--- src/rtl/vending_machine_multi_if.sv ---
// Bus between the coin acceptor front-end / purchase panel and the vending controller.
//   master: drives coin_in, sel, buy, cancel; observes the dispenser-side outputs.
//   slave : the controller; drives vend_valid, vend_id, change_pulse, coin_reject,
//           err_funds, err_sel, credit, busy.
interface vending_machine_multi_if #(
  parameter int unsigned SEL_W    = 2,
  parameter int unsigned CREDIT_W = 8
);
  logic [1:0]          coin_in;
  logic [SEL_W-1:0]    sel;
  logic                buy;
  logic                cancel;
  logic                vend_valid;
  logic [SEL_W-1:0]    vend_id;
  logic                change_pulse;
  logic                coin_reject;
  logic                err_funds;
  logic                err_sel;
  logic [CREDIT_W-1:0] credit;
  logic                busy;

  modport master (
    output coin_in, sel, buy, cancel,
    input  vend_valid, vend_id, change_pulse, coin_reject, err_funds, err_sel, credit, busy
  );

  modport slave (
    input  coin_in, sel, buy, cancel,
    output vend_valid, vend_id, change_pulse, coin_reject, err_funds, err_sel, credit, busy
  );
endinterface

--- src/rtl/vending_machine_multi.sv ---
// Multi-product coin vending controller.
// Collects coins into a saturating credit, vends one of NUM_PROD products on buy,
// pays change/refunds one CHANGE_UNIT coin per cycle, and auto-refunds after TIMEOUT
// idle cycles in COLLECT.
// Ports:
//   clock   - rising-edge clock
//   reset_n - asynchronous active-low reset
//   bus     - slave side of vending_machine_multi_if (coin/sel/buy/cancel in,
//             vend/change/error pulses, credit and busy out; all outputs registered)
module vending_machine_multi #(
  parameter int unsigned                  NUM_PROD    = 4,
  parameter int unsigned                  CREDIT_W    = 8,
  parameter logic [NUM_PROD*CREDIT_W-1:0] PRICES      = {8'd25, 8'd20, 8'd15, 8'd10},
  parameter int unsigned                  COIN1       = 5,
  parameter int unsigned                  COIN2       = 10,
  parameter int unsigned                  COIN3       = 20,
  parameter int unsigned                  CHANGE_UNIT = 5,
  parameter int unsigned                  MAX_CREDIT  = 50,
  parameter int unsigned                  TIMEOUT     = 200,
  localparam int unsigned                 SEL_W       = (NUM_PROD > 1) ? $clog2(NUM_PROD) : 1
) (
  input logic                    clock,
  input logic                    reset_n,
  vending_machine_multi_if.slave bus
);

  localparam int unsigned TMR_W = $clog2(TIMEOUT + 1);
  localparam logic [CREDIT_W:0]   MaxCredit = (CREDIT_W + 1)'(MAX_CREDIT);
  localparam logic [CREDIT_W-1:0] Unit      = CREDIT_W'(CHANGE_UNIT);
  localparam logic [TMR_W-1:0]    TmrLast   = TMR_W'(TIMEOUT - 1);

  typedef enum logic [1:0] {StIdle, StCollect, StVend, StChange} state_e;

  state_e              state_q, state_d;
  logic [CREDIT_W-1:0] credit_q, credit_d;
  logic [TMR_W-1:0]    tmr_q, tmr_d;
  logic [SEL_W-1:0]    vend_id_q, vend_id_d;
  logic                vend_q, vend_d;
  logic                change_q, change_d;
  logic                reject_q, reject_d;
  logic                efunds_q, efunds_d;
  logic                esel_q, esel_d;
  logic                busy_q, busy_d;

  logic                coin_present;
  logic [CREDIT_W:0]   coin_val;
  logic [CREDIT_W:0]   sum;
  logic [CREDIT_W-1:0] price;
  logic                sel_ok;

  always_comb begin
    coin_present = (bus.coin_in != 2'b00);
    case (bus.coin_in)
      2'b01:   coin_val = (CREDIT_W + 1)'(COIN1);
      2'b10:   coin_val = (CREDIT_W + 1)'(COIN2);
      2'b11:   coin_val = (CREDIT_W + 1)'(COIN3);
      default: coin_val = '0;
    endcase
    // One bit wider than credit so the ceiling check cannot wrap.
    sum = {1'b0, credit_q} + coin_val;
  end

  // Price lookup; out-of-range selects leave sel_ok low and price zero.
  always_comb begin
    price  = '0;
    sel_ok = 1'b0;
    for (int i = 0; i < int'(NUM_PROD); i++) begin
      if (bus.sel == SEL_W'(i)) begin
        price  = PRICES[i*CREDIT_W +: CREDIT_W];
        sel_ok = 1'b1;
      end
    end
  end

  always_comb begin
    state_d   = state_q;
    credit_d  = credit_q;
    tmr_d     = tmr_q;
    vend_id_d = vend_id_q;
    vend_d    = 1'b0;
    change_d  = 1'b0;
    reject_d  = 1'b0;
    efunds_d  = 1'b0;
    esel_d    = 1'b0;

    unique case (state_q)
      StIdle: begin
        if (bus.buy) begin
          // No credit yet, so any valid product is unaffordable.
          reject_d = coin_present;
          esel_d   = !sel_ok;
          efunds_d = sel_ok;
        end else if (coin_present) begin
          if (coin_val <= MaxCredit) begin
            credit_d = coin_val[CREDIT_W-1:0];
            tmr_d    = '0;
            state_d  = StCollect;
          end else begin
            reject_d = 1'b1;
          end
        end
      end
      StCollect: begin
        if (bus.cancel) begin
          reject_d = coin_present;
          state_d  = StChange;
        end else if (bus.buy) begin
          reject_d = coin_present;
          tmr_d    = '0;
          if (!sel_ok) begin
            esel_d = 1'b1;
          end else if (credit_q < price) begin
            efunds_d = 1'b1;
          end else begin
            credit_d  = credit_q - price;
            vend_id_d = bus.sel;
            vend_d    = 1'b1;
            state_d   = StVend;
          end
        end else if (coin_present && (sum <= MaxCredit)) begin
          credit_d = sum[CREDIT_W-1:0];
          tmr_d    = '0;
        end else begin
          reject_d = coin_present;
          if (tmr_q == TmrLast) begin
            state_d = StChange;
          end else begin
            tmr_d = tmr_q + 1'b1;
          end
        end
      end
      StVend, StChange: begin
        // The VEND cycle already pays the first change coin, so a purchase with
        // change shows its first change_pulse on the cycle after vend_valid.
        reject_d = coin_present;
        if (credit_q != '0) begin
          credit_d = credit_q - Unit;
          change_d = 1'b1;
          state_d  = StChange;
        end else begin
          state_d = StIdle;
        end
      end
      default: state_d = StIdle;
    endcase

    busy_d = (state_d == StVend) || (state_d == StChange);
  end

  always_ff @(posedge clock or negedge reset_n) begin
    if (!reset_n) begin
      state_q   <= StIdle;
      credit_q  <= '0;
      tmr_q     <= '0;
      vend_id_q <= '0;
      vend_q    <= 1'b0;
      change_q  <= 1'b0;
      reject_q  <= 1'b0;
      efunds_q  <= 1'b0;
      esel_q    <= 1'b0;
      busy_q    <= 1'b0;
    end else begin
      state_q   <= state_d;
      credit_q  <= credit_d;
      tmr_q     <= tmr_d;
      vend_id_q <= vend_id_d;
      vend_q    <= vend_d;
      change_q  <= change_d;
      reject_q  <= reject_d;
      efunds_q  <= efunds_d;
      esel_q    <= esel_d;
      busy_q    <= busy_d;
    end
  end

  assign bus.vend_valid   = vend_q;
  assign bus.vend_id      = vend_id_q;
  assign bus.change_pulse = change_q;
  assign bus.coin_reject  = reject_q;
  assign bus.err_funds    = efunds_q;
  assign bus.err_sel      = esel_q;
  assign bus.credit       = credit_q;
  assign bus.busy         = busy_q;

endmodule
--- src/flat_wrapper.sv ---
// flat-port wrapper written by rule: the top's interface ports become plain ports
module vending_machine_multi_flat 
#(
  parameter int unsigned                  NUM_PROD    = 4,
  parameter int unsigned                  CREDIT_W    = 8,
  parameter logic [NUM_PROD*CREDIT_W-1:0] PRICES      = {8'd25, 8'd20, 8'd15, 8'd10},
  parameter int unsigned                  COIN1       = 5,
  parameter int unsigned                  COIN2       = 10,
  parameter int unsigned                  COIN3       = 20,
  parameter int unsigned                  CHANGE_UNIT = 5,
  parameter int unsigned                  MAX_CREDIT  = 50,
  parameter int unsigned                  TIMEOUT     = 200,
  localparam int unsigned                 SEL_W       = (NUM_PROD > 1) ? $clog2(NUM_PROD) : 1
)
  (clock, reset_n, bus_coin_in, bus_sel, bus_buy, bus_cancel, bus_vend_valid, bus_vend_id, bus_change_pulse, bus_coin_reject, bus_err_funds, bus_err_sel, bus_credit, bus_busy);
  vending_machine_multi_if #(.CREDIT_W(CREDIT_W)) bus_i ();
  input logic clock;
  input logic reset_n;
  input wire logic [$bits(bus_i.coin_in)-1:0] bus_coin_in;
  input wire logic [$bits(bus_i.sel)-1:0] bus_sel;
  input wire logic [$bits(bus_i.buy)-1:0] bus_buy;
  input wire logic [$bits(bus_i.cancel)-1:0] bus_cancel;
  output wire logic [$bits(bus_i.vend_valid)-1:0] bus_vend_valid;
  output wire logic [$bits(bus_i.vend_id)-1:0] bus_vend_id;
  output wire logic [$bits(bus_i.change_pulse)-1:0] bus_change_pulse;
  output wire logic [$bits(bus_i.coin_reject)-1:0] bus_coin_reject;
  output wire logic [$bits(bus_i.err_funds)-1:0] bus_err_funds;
  output wire logic [$bits(bus_i.err_sel)-1:0] bus_err_sel;
  output wire logic [$bits(bus_i.credit)-1:0] bus_credit;
  output wire logic [$bits(bus_i.busy)-1:0] bus_busy;
  assign bus_i.coin_in = bus_coin_in;
  assign bus_i.sel = bus_sel;
  assign bus_i.buy = bus_buy;
  assign bus_i.cancel = bus_cancel;
  assign bus_vend_valid = bus_i.vend_valid;
  assign bus_vend_id = bus_i.vend_id;
  assign bus_change_pulse = bus_i.change_pulse;
  assign bus_coin_reject = bus_i.coin_reject;
  assign bus_err_funds = bus_i.err_funds;
  assign bus_err_sel = bus_i.err_sel;
  assign bus_credit = bus_i.credit;
  assign bus_busy = bus_i.busy;
  vending_machine_multi #(.NUM_PROD(NUM_PROD), .CREDIT_W(CREDIT_W), .PRICES(PRICES), .COIN1(COIN1), .COIN2(COIN2), .COIN3(COIN3), .CHANGE_UNIT(CHANGE_UNIT), .MAX_CREDIT(MAX_CREDIT), .TIMEOUT(TIMEOUT)) u_core (.clock(clock), .reset_n(reset_n), .bus(bus_i));
endmodule
--- config.mk ---
export PLATFORM = sky130hd
export DESIGN_NAME = vending_machine_multi_flat
export DESIGN_NICKNAME = d
export VERILOG_FILES = /design/src/rtl/vending_machine_multi_if.sv /design/src/rtl/vending_machine_multi.sv /design/src/flat_wrapper.sv
export SDC_FILE = /design/constraint.sdc
export NUM_CORES = 1
export LEC_CHECK = 0
export BUFFER_PORTS_ARGS = -buffer_cell sky130_fd_sc_hd__buf_2
export CAP_MARGIN = 20
export CORE_MARGIN = 2
export CORE_UTILIZATION = 59
export CTS_CLUSTER_DIAMETER = 60
export CTS_CLUSTER_SIZE = 10
export DETAILED_ROUTE_END_ITERATION = 7
export PLACE_DENSITY_LB_ADDON = 0.3
export RECOVER_POWER = 25
export SYNTH_ARGS = -nofsm -noshare
export SYNTH_HDL_FRONTEND = slang
export SYNTH_SLANG_ARGS = --single-unit
export TNS_END_PERCENT = 50
--- constraint.sdc ---
create_clock -name clock -period 3.54 [get_ports clock]
set_clock_uncertainty 0.1 [all_clocks]
set_input_delay 0.177 -clock clock [delete_from_list [all_inputs] [get_ports clock]]
set_output_delay 0.177 -clock clock [all_outputs]
set_load 0.01 [all_outputs]
# [Word level (Yosys, flattened, before mapping)]
# Cells that the tools add are included.
[op_classes] n_eq_ne=21 n_addsub=4 n_bitwise=2 n_reduce_logical=12 n_mux=63 order_cmp=3
[op_table] operator="$mux W8" count=16
[op_table] operator="$mux W1" count=26
[op_table] operator="$pmux W8 S3" count=1
[op_table] operator="$mux W2" count=10
[op_table] operator="$eq A2 B2 Y1 const B" count=8
[op_table] operator="$pmux W8 S2" count=1
[op_table] operator="$pmux W5 S3" count=1
[op_table] operator="$mux W5" count=2
[op_table] operator="$add A8 B5 Y9" count=1
[op_table] operator="$le A9 B6 Y1 const B" count=1
[op_table] operator="$add A8 B1 Y8 const B" count=1
[op_table] operator="$eq A8 B8 Y1 const B" count=1
[op_table] operator="$lt A8 B5 Y1" count=1
[op_table] operator="$mux W4" count=2
[op_table] operator="$reduce_and A8 Y1" count=1
[op_table] operator="$reduce_bool A8 Y1" count=1
[op_table] operator="$sub A8 B3 Y8 const B" count=1
[op_table] operator="$sub A8 B5 Y8" count=1
[op_table] operator="$eq A2 B1 Y1 const B" count=3
[op_table] operator="$le A5 B6 Y1 const B" count=1
[op_table] operator="$ne A2 B1 Y1 const B" count=3
[op_table] operator="$ne A3 B2 Y1 const B" count=2
[op_table] operator="$pmux W2 S3" count=1
[op_table] operator="$reduce_and A6 Y1" count=1
[op_table] operator="13 further kinds" count=18
[totals] in_bits=8 word_cells=115 reg_bits=26 out_inout_bits=16

# [Depth between registers and ports, before layout]
[depth] depth_word=13 mapped_depth=14 depth_no_buf=13

# [Worst setup path after synthesis]
# OpenSTA, ideal clock, no wires.
[synth_path] path_type="register -> register" startpoint="register u_core.credit_q[0] (netlist: u_core.bus.credit[0])" endpoint="register u_core.credit_q[2] (netlist: u_core.bus.credit[2])" t_required_ns=3.312 path_stages_with_launch=14 period_less_slack_ns=2.919 path_buffers=1 arrival_ns=2.691 path_slack_ns=0.621 setup_ns=0.128 path_cell_list="dfrtp_1 inv_1 ha_1 inv_1 fa_1 a21o_1 a21o_1 a21oi_1 a21oi_1 o21bai_1 o31a_1 buf_2 mux2i_1 nand3_1"
[synth_between] elab_chain_len=6 word_cells_on_any_way=18 cone_classes="add/sub (3); order compare (2); eq/ne (3); mux (7); reduce/logical (3)"
[synth_rtl] item="start, declared" line_no="vending_machine_multi.sv:35" source="logic [CREDIT_W-1:0] credit_q, credit_d;"
[synth_rtl] item="start signal, assigned" line_no="vending_machine_multi.sv:164" source="credit_q <= credit_d;"
[synth_rtl] item="parallel branches: the longest is 6 deep, another holds $add A8 B5 Y9"
# Several ways; the timed one is not identified. The select of a mux whose other input is x is not followed.
# A chain may end at the register's enable or synchronous reset.

# [Worst setup path after layout]
[layout_path] startpoint="register u_core.credit_q[0] (netlist: u_core.bus.credit[0])" endpoint="register u_core.credit_q[6] (netlist: u_core.bus.credit[6])"
# The elaborated chain is that of the path after synthesis.

==> impl_metrics.sql <==
INSERT INTO impl_metrics (metric_group, metric, value, unit) VALUES
('synthesis', 'synth_enable_flop_cells', '0', ''),
('floorplanning', 'floorplan.initialDensity', '62.2', '%'),
('worst_setup_path', 'worst_ep_arrival_time', '3.38', 'ns'),
('floorplanning', 'placeableCoreArea', '3390', 'um^2'),
('hold_path', 'whs_endpoint', 'u_core.bus.vend_id[1]', ''),
('drt', 'post-route-drc-count', '0', ''),
('worst_setup_path', 'path_max_fanout', '6', ''),
('timing', 'unrepaired_setup_endpoints_after_global_routing', 'false', ''),
('worst_setup_path', 'critical_path_required', '3.66', 'ns'),
('pwr', 'p_comb_share', '57.8', '%'),
('timing', 'final-max-slew-violation-count', '0', ''),
('synthesis', 'async_reset_ff_share', '100', '%'),
('cts', 'cts.clk_slew.worst_paths', '0.15', 'ns'),
('cts', 'tritoncts_clock_tree', 'yes', ''),
('worst_setup_path', 'worst_setup_path_end_kind', 'register', ''),
('final_layout', 'final_nets', '298', ''),
('worst_setup_path', 'critical_path_class', 'reg2reg', ''),
('cts', 'post_cts_repair_timing_setup_buffer_count', '0', ''),
('pwr', 'seq_power_share', '29.9', '%'),
('placement', 'routabilityCongestion', '0.902', ''),
('grt', 'grt_overflow_total', '0', ''),
('drt', 'route.antenna.remaining_nets', '0', ''),
('grt', 'grt_first_pass_wirelength', '8180', 'um'),
('cts', 'clk-insertion-delay-late', '0.33', 'ns'),
('final_layout', 'multi_input_area', '1360', 'um^2'),
('grt', 'groute.usage.overall', '25.0', '%'),
('grt', 'grt_antenna_before_repair', '0', ''),
('hold_path', 'hold_depth', '2', ''),
('timing', 'worst-slew-pin-transition', '1.40', 'ns'),
('synthesis', 'syn_area_cell', '8.47', 'um^2'),
('cts', 'tritoncts.num_buffers', '3', ''),
('placement', 'numPortBuffers', '23', ''),
('worst_setup_path', 'crit-reg2reg-capture', 'u_core.bus.credit[6]', ''),
('final_layout', 'register_area', '651', 'um^2'),
('cts', 'cts-htree-levels', '1', ''),
('timing', 'final_period_minus_worst_setup_slack', '3.26', 'ns'),
('synthesis', 'seq_area_frac_synth', '30.9', '%'),
('pwr', 'power.density_cell_area', '715', 'nW/um^2'),
('placement', 'hpwl', '3510', 'um'),
('final_layout', 'final.fill_count', '284', ''),
('synthesis', 'synthesis.nets', '274', ''),
('timing', 'final-hold-violation-count', '0', ''),
('synthesis', 'synth-seq-cells', '26', ''),
('synthesis', 'yosys_warnings', '0', ''),
('floorplanning', 'fp.dieW', '63.8', 'um'),
('pwr', 'netSwitchingPower', '0.000749', 'W'),
('drt', 'via_count', '1870', ''),
('outcome', 'status', 'complete, no violations', ''),
('synthesis', 'yosysUniqueCellTypes', '50', ''),
('timing', 'final.period_utilization', '92.2', '%'),
('floorplanning', 'die_area', '4070', 'um^2'),
('drt', 'drt-total-wl', '4590', 'um'),
('hold_path', 'worstHoldPathType', 'in2reg', ''),
('grt', 'grt_max_degree', '27', ''),
('pwr', 'power.ir.vdd_worst', '0.459', 'mV'),
('final_layout', 'antenna-diode-count', '0', ''),
('final_layout', 'final-instance-count-excl-fill', '318', ''),
('pwr', 'power_switching_share', '44.8', '%'),
('pwr', 'cellInternalPower', '0.000924', 'W'),
('floorplanning', 'floorplan.die.height', '63.8', 'um'),
('grt', 'first_global_vias', '1749', ''),
('drt', 'detail_route.iter0.violations', '133', ''),
('drt', 'viasPerCell', '5.88', ''),
('pwr', 'power.clock.fraction', '12.3', '%'),
('job', 'maxCapViolCount', '0', ''),
('synthesis', 'post_synth_inst_count', '249', ''),
('cts', 'clk_root_buffer_cell', 'sky130_fd_sc_hd__clkbuf_4', ''),
('drt', 'drt_first_pass_iters', '4', ''),
('cts', 'tritoncts_num_sinks', '26', ''),
('timing', 'setup-tns-final', '0', 'ns'),
('timing', 'finalSetupViolations', '0', '');
routing by layer:
| metal | share of wire (%) | global-route usage (%) |
|---|---|---|
| met1 | 48 | 34.8 |
| met2 | 46 | 39.9 |
| met3 | 5.4 | 5.81 |
| met4 | 0.78 | 4.89 |
| met5 | 0 | 0 |
power groups by stage:
stage / clock, W / sequential [W] / combinational (W)
floorplan: 0 / 0.000492 / 0.000707
global placement: 0 / 0.000501 / 0.000942
detailed placement: 0 / 0.000501 / 0.000956
CTS: 0.000211 / 0.000496 / 0.000960
global route: 0.000226 / 0.000515 / 0.00109
finish: 0.000205 / 0.000501 / 0.000967
worst max-delay path by stage:
stage / end / start
after floorplan: u_core.bus.credit[2] / u_core.bus.credit[0]
after global placement: u_core.bus.credit[6] / bus_sel[0]
after detailed placement: u_core.bus.credit[6] / bus_sel[0]
after CTS: u_core.bus.credit[6] / u_core.bus.credit[0]
after global routing: u_core.bus.credit[6] / u_core.bus.credit[0]
final: u_core.bus.credit[6] / u_core.bus.credit[0]
registers in the layout, summed over array words and instances (netlist names):
name / cells
u_core.bus.vend_id: 2
u_core.bus.coin_reject: 1
u_core.bus.busy: 1
u_core.bus.err_sel: 1
u_core.tmr_q: 8
u_core.bus.change_pulse: 1
u_core.bus.err_funds: 1
u_core.bus.credit: 8
u_core.state_q: 2
u_core.bus.vend_valid: 1
repair_timing:
action | 4_1_cts | 5_1_grt
hold buffers | 1 | 0
gates resized for setup | 0 | 0
hold endpoints to repair | 26 | 0
critical path: stages (launching register included):
cell and delay (ns):
sky130_fd_sc_hd__dfrtp_1 0.48, sky130_fd_sc_hd__inv_1 0.13, sky130_fd_sc_hd__ha_1 0.19, sky130_fd_sc_hd__inv_1 0.06, sky130_fd_sc_hd__fa_1 0.40, sky130_fd_sc_hd__a21o_1 0.18, sky130_fd_sc_hd__a21o_1 0.20, sky130_fd_sc_hd__a21oi_1 0.26
sky130_fd_sc_hd__a21oi_1 0.13, sky130_fd_sc_hd__o21bai_1 0.25, sky130_fd_sc_hd__o31a_1 0.27, sky130_fd_sc_hd__buf_4 0.18, sky130_fd_sc_hd__nor3_1 0.05, sky130_fd_sc_hd__a221o_1 0.26
kinds of logic after synthesis:
family,share of synthesized area [%]
flip-flops,30.9
multiplexers,3.92
other,0.178
adder cells (fa/ha/maj),10.4
XOR/XNOR,5.82
AND/OR/NAND/NOR,22.7
buffers and inverters,4.87
AO/OA/AOI/OAI,21.2
cells in the mapped netlist, types with 3 or more instances:
library cell | n | area share, %
sky130_fd_sc_hd__a211o_1 | 3 | 1.2
sky130_fd_sc_hd__a21boi_0 | 3 | 1.1
sky130_fd_sc_hd__a21o_1 | 4 | 1.4
sky130_fd_sc_hd__a21oi_1 | 13 | 3.1
sky130_fd_sc_hd__a31oi_1 | 4 | 1.2
sky130_fd_sc_hd__and2_1 | 9 | 2.7
sky130_fd_sc_hd__clkbuf_1 | 8 | 1.4
sky130_fd_sc_hd__dfrtp_1 | 26 | 31
sky130_fd_sc_hd__ha_1 | 16 | 9.5
sky130_fd_sc_hd__inv_1 | 17 | 3.0
sky130_fd_sc_hd__mux2i_1 | 6 | 2.8
sky130_fd_sc_hd__nand2_1 | 16 | 2.8
sky130_fd_sc_hd__nand3_1 | 9 | 2.1
sky130_fd_sc_hd__nand4_1 | 3 | 0.89
sky130_fd_sc_hd__nor2_1 | 19 | 3.4
sky130_fd_sc_hd__nor2b_1 | 5 | 1.5
sky130_fd_sc_hd__nor3_1 | 8 | 1.9
sky130_fd_sc_hd__nor3b_1 | 4 | 1.4
sky130_fd_sc_hd__o21a_1 | 3 | 1.1
sky130_fd_sc_hd__o21ai_0 | 14 | 3.3
sky130_fd_sc_hd__o21bai_1 | 3 | 1.1
sky130_fd_sc_hd__o22ai_1 | 3 | 0.89
sky130_fd_sc_hd__o31ai_1 | 6 | 2.1
sky130_fd_sc_hd__or3_1 | 3 | 0.89
sky130_fd_sc_hd__xnor2_1 | 11 | 4.6
sky130_fd_sc_hd__xor2_1 | 3 | 1.2
placed cells by master (no fill, tap or decap), types with 2 or more instances in the layout:
cell	netlist	routed
sky130_fd_sc_hd__o21a_1	3	3
sky130_fd_sc_hd__a32oi_1	2	2
sky130_fd_sc_hd__nor2b_1	5	5
sky130_fd_sc_hd__and2_1	9	9
sky130_fd_sc_hd__a21o_1	4	4
sky130_fd_sc_hd__o31ai_1	6	6
sky130_fd_sc_hd__a211oi_1	2	2
sky130_fd_sc_hd__nand2_1	16	16
sky130_fd_sc_hd__a21oi_1	13	13
sky130_fd_sc_hd__nand3_1	9	9
sky130_fd_sc_hd__nand4_1	3	3
sky130_fd_sc_hd__o22ai_1	3	3
sky130_fd_sc_hd__nor2_1	19	19
sky130_fd_sc_hd__clkbuf_4	0	3
sky130_fd_sc_hd__inv_1	17	17
sky130_fd_sc_hd__buf_4	0	5
sky130_fd_sc_hd__a31oi_1	4	4
sky130_fd_sc_hd__dfrtp_1	26	26
sky130_fd_sc_hd__nand3b_1	2	2
sky130_fd_sc_hd__nor3b_1	4	4
sky130_fd_sc_hd__xnor2_1	11	11
sky130_fd_sc_hd__buf_2	1	22
sky130_fd_sc_hd__nand2b_1	2	2
sky130_fd_sc_hd__ha_1	16	16
sky130_fd_sc_hd__or3_1	3	3
sky130_fd_sc_hd__o21bai_1	3	3
sky130_fd_sc_hd__mux2i_1	6	6
sky130_fd_sc_hd__a211o_1	3	3
sky130_fd_sc_hd__mux2_2	2	2
sky130_fd_sc_hd__o21ai_0	14	14
sky130_fd_sc_hd__a21boi_0	3	3
sky130_fd_sc_hd__o31a_1	2	2
sky130_fd_sc_hd__nor3_1	8	8
sky130_fd_sc_hd__xor2_1	3	3
cell type report:
cell class	count	share of cell area (%)
inverters	17	2.73
flip-flops and latches	26	27.8
multi-input cells	196	57.9
repair buffers	29	6.89
well taps	46	2.46
clock inverters	1	1.28
clock buffers	3	0.962
per-stage QoR:
step	area [um^2]	total power [W]	utilization, %	setup WS [ns]
2_1_floorplan	2110	0.00120	-	0.621
3_3_place_gp	2280	0.00144	67.3	0.226
3_5_place_dp	2280	0.00146	67.3	0.163
4_1_cts	2340	0.00167	69.1	0.312
5_1_grt	2340	0.00183	69.1	0.0578
6_report	2340	0.00167	69.1	0.276
(Power assumes the default switching activity.)
